$ cat src/rtl/song_pkg.sv
// Shared types and constants for the play-mode song sequencer.
// State encoding is visible on the sequencer's state output, so it is fixed here.
package song_pkg;

  typedef enum logic [2:0] {
    IDLE      = 3'd0,
    COUNTDOWN = 3'd1,
    PLAY      = 3'd2,
    PAUSE     = 3'd3,
    DONE      = 3'd4
  } state_t;

  localparam logic [2:0] PLAY_MODE = 3'd3;
  localparam logic [2:0] EDIT_MODE = 3'd2;
  localparam logic [7:0] SCORE_MAX = 8'd255;
  localparam logic [5:0] MISS_MAX  = 6'd63;

  function automatic logic [7:0] sat_score(input logic [7:0] cur, input logic [1:0] inc);
    logic [8:0] sum;
    sum = {1'b0, cur} + {7'd0, inc};
    return (sum > {1'b0, SCORE_MAX}) ? SCORE_MAX : sum[7:0];
  endfunction

  function automatic logic [5:0] sat_miss(input logic [5:0] cur, input logic [1:0] inc);
    logic [6:0] sum;
    sum = {1'b0, cur} + {5'd0, inc};
    return (sum > {1'b0, MISS_MAX}) ? MISS_MAX : sum[5:0];
  endfunction

endpackage

$ cat src/rtl/beat_timer.sv
// Free-running beat divider: counts 0..BEAT_DIV-1 while run is high, holds otherwise.
// tick marks the last cycle of a beat; clear restarts the beat from zero.
module beat_timer #(
  parameter logic [23:0] BEAT_DIV = 24'd1_000_000
) (
  input  logic clk,
  input  logic nrst,
  input  logic run,
  input  logic clear,
  output logic tick
);

  logic [23:0] r_count;

  assign tick = run && (r_count == BEAT_DIV - 24'd1);

  always_ff @(posedge clk) begin
    if (!nrst || clear) begin
      r_count <= '0;
    end else if (run) begin
      r_count <= tick ? '0 : r_count + 24'd1;
    end
  end

endmodule

$ cat src/rtl/song_sequencer.sv
// Play-mode scheduler: snapshots two note lanes, runs a 3-beat count-in, then
// steps bit 31 down to bit 0 per beat while judging lane-button hits.
module song_sequencer
  import song_pkg::*;
#(
  parameter logic [23:0] BEAT_DIV = 24'd1_000_000
) (
  input  logic        clk,
  input  logic        nrst,
  input  logic [2:0]  mode,
  input  logic        start,
  input  logic        pause,
  input  logic [1:0]  hit,
  input  logic [31:0] note1,
  input  logic [31:0] note2,
  output logic [2:0]  state,
  output logic [4:0]  position,
  output logic [1:0]  lane_now,
  output logic        beat,
  output logic [1:0]  countdown,
  output logic [7:0]  score,
  output logic [5:0]  misses,
  output logic        done
);

  state_t      r_state, w_state_next;
  logic [4:0]  r_position, w_pos_next;
  logic [1:0]  r_countdown, w_cd_next;
  logic [31:0] r_sh1, r_sh2, w_sh1_next, w_sh2_next;
  logic [1:0]  r_cred, w_cred_next;
  logic [7:0]  r_score, w_score_next;
  logic [5:0]  r_misses, w_miss_next;
  logic        r_beat, w_beat_next;
  logic [1:0]  r_lane_now, w_lane_next;
  logic        r_done;
  logic [1:0]  w_lane_bits, w_score_inc, w_miss_inc;
  logic        w_run, w_clear, w_tick;

  assign w_run       = (r_state == COUNTDOWN) || (r_state == PLAY);
  assign w_lane_bits = {r_sh2[r_position], r_sh1[r_position]};

  beat_timer #(.BEAT_DIV(BEAT_DIV)) u_beat_timer (
    .clk   (clk),
    .nrst  (nrst),
    .run   (w_run),
    .clear (w_clear),
    .tick  (w_tick)
  );

  always_ff @(posedge clk) begin
    if (!nrst) r_state <= IDLE;
    else       r_state <= w_state_next;
  end

  always_comb begin
    w_state_next = r_state;
    w_pos_next   = r_position;
    w_cd_next    = r_countdown;
    w_sh1_next   = r_sh1;
    w_sh2_next   = r_sh2;
    w_cred_next  = r_cred;
    w_score_next = r_score;
    w_miss_next  = r_misses;
    w_beat_next  = 1'b0;
    w_clear      = 1'b0;
    w_score_inc  = 2'd0;
    w_miss_inc   = 2'd0;
    if (mode != PLAY_MODE) begin
      w_state_next = IDLE;
      w_pos_next   = 5'd31;
      w_cd_next    = 2'd0;
      w_sh1_next   = '0;
      w_sh2_next   = '0;
      w_cred_next  = 2'b00;
      w_score_next = '0;
      w_miss_next  = '0;
      w_clear      = 1'b1;
    end else begin
      w_beat_next = w_tick;
      case (r_state)
        IDLE, DONE: begin
          if (start) begin
            w_state_next = COUNTDOWN;
            w_pos_next   = 5'd31;
            w_cd_next    = 2'd3;
            w_sh1_next   = note1;
            w_sh2_next   = note2;
            w_cred_next  = 2'b00;
            w_score_next = '0;
            w_miss_next  = '0;
            w_clear      = 1'b1;
          end
        end
        COUNTDOWN: begin
          if (w_tick) begin
            if (r_countdown == 2'd1) begin
              w_state_next = PLAY;
              w_pos_next   = 5'd31;
              w_cd_next    = 2'd0;
            end else begin
              w_cd_next = r_countdown - 2'd1;
            end
          end
        end
        PLAY: begin
          // Hits are judged first so a hit in the tick cycle still counts for the outgoing beat.
          for (int i = 0; i < 2; i++) begin
            if (hit[i]) begin
              if (w_lane_bits[i] && !r_cred[i]) begin
                w_score_inc    = w_score_inc + 2'd1;
                w_cred_next[i] = 1'b1;
              end else begin
                w_miss_inc = w_miss_inc + 2'd1;
              end
            end
          end
          if (w_tick) begin
            for (int i = 0; i < 2; i++) begin
              if (w_lane_bits[i] && !w_cred_next[i]) w_miss_inc = w_miss_inc + 2'd1;
            end
            w_cred_next = 2'b00;
            if (r_position == 5'd0) w_state_next = DONE;
            else                    w_pos_next   = r_position - 5'd1;
          end
          if (pause && w_state_next == PLAY) w_state_next = PAUSE;
          w_score_next = sat_score(r_score, w_score_inc);
          w_miss_next  = sat_miss(r_misses, w_miss_inc);
        end
        PAUSE: begin
          if (pause) w_state_next = PLAY;
        end
        default: w_state_next = IDLE;
      endcase
    end
  end

  assign w_lane_next = (w_state_next == PLAY) ?
                       {w_sh2_next[w_pos_next], w_sh1_next[w_pos_next]} : 2'b00;

  always_ff @(posedge clk) begin
    if (!nrst) begin
      r_position  <= 5'd31;
      r_countdown <= 2'd0;
      r_sh1       <= '0;
      r_sh2       <= '0;
      r_cred      <= 2'b00;
      r_score     <= '0;
      r_misses    <= '0;
      r_beat      <= 1'b0;
      r_lane_now  <= 2'b00;
      r_done      <= 1'b0;
    end else begin
      r_position  <= w_pos_next;
      r_countdown <= w_cd_next;
      r_sh1       <= w_sh1_next;
      r_sh2       <= w_sh2_next;
      r_cred      <= w_cred_next;
      r_score     <= w_score_next;
      r_misses    <= w_miss_next;
      r_beat      <= w_beat_next;
      r_lane_now  <= w_lane_next;
      r_done      <= (w_state_next == DONE);
    end
  end

  assign state     = r_state;
  assign position  = r_position;
  assign lane_now  = r_lane_now;
  assign beat      = r_beat;
  assign countdown = r_countdown;
  assign score     = r_score;
  assign misses    = r_misses;
  assign done      = r_done;

endmodule

$ cat config.mk
export PLATFORM = sky130hd
export DESIGN_NAME = song_sequencer
export DESIGN_NICKNAME = d
export VERILOG_FILES = /design/src/rtl/song_pkg.sv /design/src/rtl/beat_timer.sv /design/src/rtl/song_sequencer.sv
export SDC_FILE = /design/constraint.sdc
export NUM_CORES = 1
export LEC_CHECK = 0
export BUFFER_PORTS_ARGS = -buffer_cell sky130_fd_sc_hd__buf_2
export CAP_MARGIN = 10
export CORE_ASPECT_RATIO = 0.9
export CORE_UTILIZATION = 50
export DETAILED_ROUTE_END_ITERATION = 6
export PLACE_DENSITY = 0.82
export SLEW_MARGIN = 15
export SYNTH_ARGS = -nofsm -noshare
export SYNTH_HDL_FRONTEND = slang
export SYNTH_HIERARCHICAL = 1
export SYNTH_SLANG_ARGS = --single-unit
$ cat constraint.sdc
create_clock -name clk -period 7.45 [get_ports clk]
set_clock_uncertainty 0.1 [all_clocks]
set_input_delay 1.49 -clock clk [delete_from_list [all_inputs] [get_ports clk]]
set_output_delay 1.49 -clock clk [all_outputs]
set_load 0.02 [all_outputs]
==> out/results.tsv <==
stage	metric	value	unit
clock_network	postCtsSetupBuffers	0	
clock_network	clk_pin_slew_worst_paths	0.06	ns
power_and_ir_drop	pwr-share-seq	40.9	%
worst_setup_path	crit_family	compound AO/OA/AOI/OAI gates	
logic_synthesis	synth_top_area_share	35.6	%
global_routing	antenna_found_initial	0	
worst_setup_path	worstPathCellList	or3b_1 > o21ai_0 > and4_1 > nand4_1 > nor2_1 > buf_4 > nand2_1 > o31ai_1 > o21a_2 > mux2i_1 > a2111oi_0 > o41ai_1 > a311o_1 > a211oi_2	
sta	fin_setup_tns	0	ns
sta	slew_violations	0	
global_routing	overflow	0	
power_and_ir_drop	ir_worst_vdd	0.176	mV
hold_path	holdPathStages	2	
logic_synthesis	ys_types	83	
hold_path	hp-class	reg -> reg	
logic_synthesis	yosysWarningCount	6	
sta	fin_crit_sh	70.1	%
power_and_ir_drop	p_sw_share	22.6	%
placed_design	placed_area	7170	um2
job	drv_cap	0	
sta	hold_viol	0	
routing	routedWlPerCell	16.3	um
clock_network	clkLatencyLatePin	0.43	ns
clock_network	cts_resized	0	
logic_synthesis	synth_seq_cells	118	
worst_setup_path	path_max_fanout	21	
worst_setup_path	critPathLaunchType	flip-flop	
global_routing	busiest_layer	met2	
power_and_ir_drop	power_frac_comb	5.2	%
clock_network	numCtsBuffers	17	
sta	fmax	192	MHz
logic_synthesis	synth_nets	926	
worst_setup_path	rrSetupSlack	2.23	ns
logic_synthesis	synth_seq_area_share	35.6	%
placed_design	routabilityCongestion	0.898	
global_routing	grt_max_degree	80	
routing	drt_iter0_markers	713	
logic_synthesis	netlist_instances	842	
logic_synthesis	synth_area_per_cell	7.89	um2
placed_design	hpwlAfterDp	11800	um
sta	slew_headroom	41.9	%
worst_setup_path	worstPathRequired	7.70	ns
worst_setup_path	cp_slowest_stage_delay	0.68	ns
global_routing	grt_use_met1	36.9	%
hold_path	holdPathEnd	r_sh1[14]	
die	dieArea	13700	um2
die	std_cell_rows	39	
logic_synthesis	synth_area_leaders	dfxtp_1 36%, nand2_1 11%, a21oi_1 7.7%	
die	die_w	123	um
power_and_ir_drop	leakage	0.00290	uW
worst_setup_path	critPathArrivalTime	5.48	ns
clock_network	cts.sinks	118	
worst_setup_path	crit_type	reg -> reg	
layout	design_area	7780	um2
logic_synthesis	synth_top_area_cell	dfxtp_1	
sta	rsz0062_at_grt	false	
logic_synthesis	synthFlopType	dfxtp_1	
layout	drive_gt1_share	19.3	%
power_and_ir_drop	p_sw	352	uW
routing	vias	6612	
die	initial_core_util	51.8	%
worst_setup_path	reg2regPathDepth	14	
power_and_ir_drop	power_density	201	nW/um2
outcome	status	finished clean	
routing	wirelength	17700	um
sta	setup_violations	0	
die	die_h	111	um
die	ios	101	
global_routing	grt_pass1_vias	5919	
hold_path	hp-start	r_sh1[14]	
sta	post-route-min-period	5.22	ns
clock_network	cts_tree	done	
layout	antenna_cells	0	
power_and_ir_drop	internal_power	1210	uW
die	core_area	12800	um2
power_and_ir_drop	clock_power_share	53.8	%
routing	drcViolationCount	0	
logic_synthesis	synth_edf_count	0	
clock_network	cts-htree-levels	4	
layout	area_delta_synth_final	17.1	%
logic_synthesis	async_reset_ff_share	0	%
clock_network	holdBufCountCts	0	
worst_setup_path	r2r-start	state[1]	
worst_setup_path	cp-end-kind	flip-flop	
global_routing	met2_usage	40.3	%
logic_synthesis	syn_area	6640	um2
clock_network	cts_buffer_depth	2	
worst_setup_path	cpMaxStageDelayCell	or3b_1	
worst_setup_path	cp.buffers_inverters	1	
sta	worstMarginPinSlew	0.870	ns
global_routing	grt_pass1_wl	29000	um
global_routing	use_met3	6.66	%
layout	nets	997	
routing	dr.pass1.iters	5	
routing	ant_nets	0	
placed_design	io_buffers	100	
global_routing	grt.total_usage	26.9	%
clock_network	cts-root-buf	clkbuf_16	
routing	avgViaCountPerCell	6.07	
worst_setup_path	r2r_end	lane_now[1]	
[cell families after synthesis]
group           synth area share (%)
compound gates                  19.5
mux                             7.69
buf+inv                         4.31
xor+xnor                        2.11
fa+ha+maj                       2.30
simple gates                    28.5
flops                           35.6
[worst register-to-register path: cells and delay by family (launching register included)]
family / cells / cell delay, ns
buffers and inverters: 1 / 0.24
DFF: 1 / 0.67
and+or+nand+nor: 5 / 1.51
AOI/OAI and AO/OA: 7 / 2.49
muxes: 1 / 0.15
[registers in the layout, indices dropped and copies added, names as in the netlist]
register	flops
beat	1
u_beat_timer/r_count	24
misses	6
r_cred	2
score	8
r_sh2	32
lane_now	2
done	1
state	3
r_sh1	32
position	5
countdown	2
[Yosys cell counts (3+ instances only)]
| library cell | n |
|---|---|
| a211oi_1 | 12 |
| a21oi_1 | 102 |
| a22oi_1 | 5 |
| a311oi_1 | 3 |
| a31oi_1 | 5 |
| a32o_1 | 3 |
| and2_1 | 9 |
| and3_1 | 7 |
| and4_1 | 4 |
| buf_1 | 11 |
| buf_2 | 10 |
| buf_6 | 3 |
| clkbuf_1 | 30 |
| dfxtp_1 | 118 |
| ha_1 | 9 |
| inv_1 | 9 |
| mux2i_1 | 18 |
| mux4_2 | 13 |
| nand2_1 | 195 |
| nand2b_1 | 9 |
| nand3_1 | 28 |
| nand4_1 | 14 |
| nor2_1 | 46 |
| nor2b_1 | 12 |
| nor3_1 | 17 |
| nor4_1 | 7 |
| o211ai_1 | 9 |
| o21ai_0 | 26 |
| o221ai_1 | 3 |
| o22ai_1 | 3 |
| o31ai_1 | 5 |
| or2_2 | 3 |
| or3_1 | 10 |
| or4_1 | 7 |
| xnor2_1 | 10 |
| xor2_1 | 6 |
[power groups by stage]
stage	Sequential (uW)	Clock (uW)	Combinational, uW
2_1_floorplan	651	0	47.8
3_3_place_gp	652	0	79.4
3_5_place_dp	652	0	80.2
4_1_cts	639	846	81.4
5_1_grt	639	882	90.9
6_report	639	840	81.6
[worst max path at each step]
stage | start | endpoint | slack (ns) | cells after the start
final | state[1] | lane_now[1] | 2.23 | 14
after global routing | state[1] | lane_now[1] | 1.85 | 14
after floorplan | state[1] | misses[1] | 3.08 | 19
after detailed placement | state[1] | lane_now[1] | 2.39 | 14
after global placement | state[1] | lane_now[1] | 2.47 | 14
after CTS | state[1] | lane_now[1] | 2.34 | 14
[per-layer routing]
metal	routed length (um)	part of all wire [%]
met1	7800	44
met4	419	2.4
met2	8110	46
met5	0	0
met3	1410	8.0
[cell usage in the layout, fill, tap and decap left out, types with 4 or more instances in the layout]
master,instances
nand2b_1,9
clkbuf_16,17
or3_1,10
a31oi_1,5
xor2_1,6
buf_2,100
xnor2_1,10
nand4_1,14
dfxtp_1,118
clkinvlp_4,4
ha_1,9
nor4_1,7
or4_1,7
and2_1,9
nor2b_1,12
mux4_2,13
buf_4,8
inv_1,9
nor2_1,46
and3_1,7
o21ai_0,26
mux2i_1,18
o211ai_1,9
o31ai_1,5
a22oi_1,5
nand3_1,28
nor3_1,17
a211oi_1,12
a21oi_1,102
nand2_1,193
and4_1,4
[per-stage QoR]
| step | utilization, % | std cells | setup slack (ns) | total power, uW | hold WS [ns] |
|---|---|---|---|---|---|
| 6_report | 60.6 | 1090 | 2.23 | 1560 | 0.370 |
| 5_1_grt | 60.6 | 1090 | 1.85 | 1610 | 0.394 |
| 4_1_cts | 60.6 | 1090 | 2.34 | 1570 | 0.373 |
| 3_5_place_dp | 55.9 | 1058 | 2.39 | 733 | 0.365 |
| 3_3_place_gp | 55.9 | 1058 | 2.47 | 732 | 0.356 |
| 2_1_floorplan | - | 842 | 3.08 | 699 | 0.342 |
[area by class of cell]
| type | count | area [um2] |
|---|---|---|
| clock buffers | 20 | 457 |
| clock inverters | 12 | 153 |
| fillers | 1169 | 5050 |
| inverters | 9 | 33.8 |
| multi-input cells | 659 | 4010 |
| flip-flops and latches | 118 | 2360 |
| well taps | 164 | 205 |
| repair buffers | 108 | 561 |
Power figures use the tool's default switching activity.
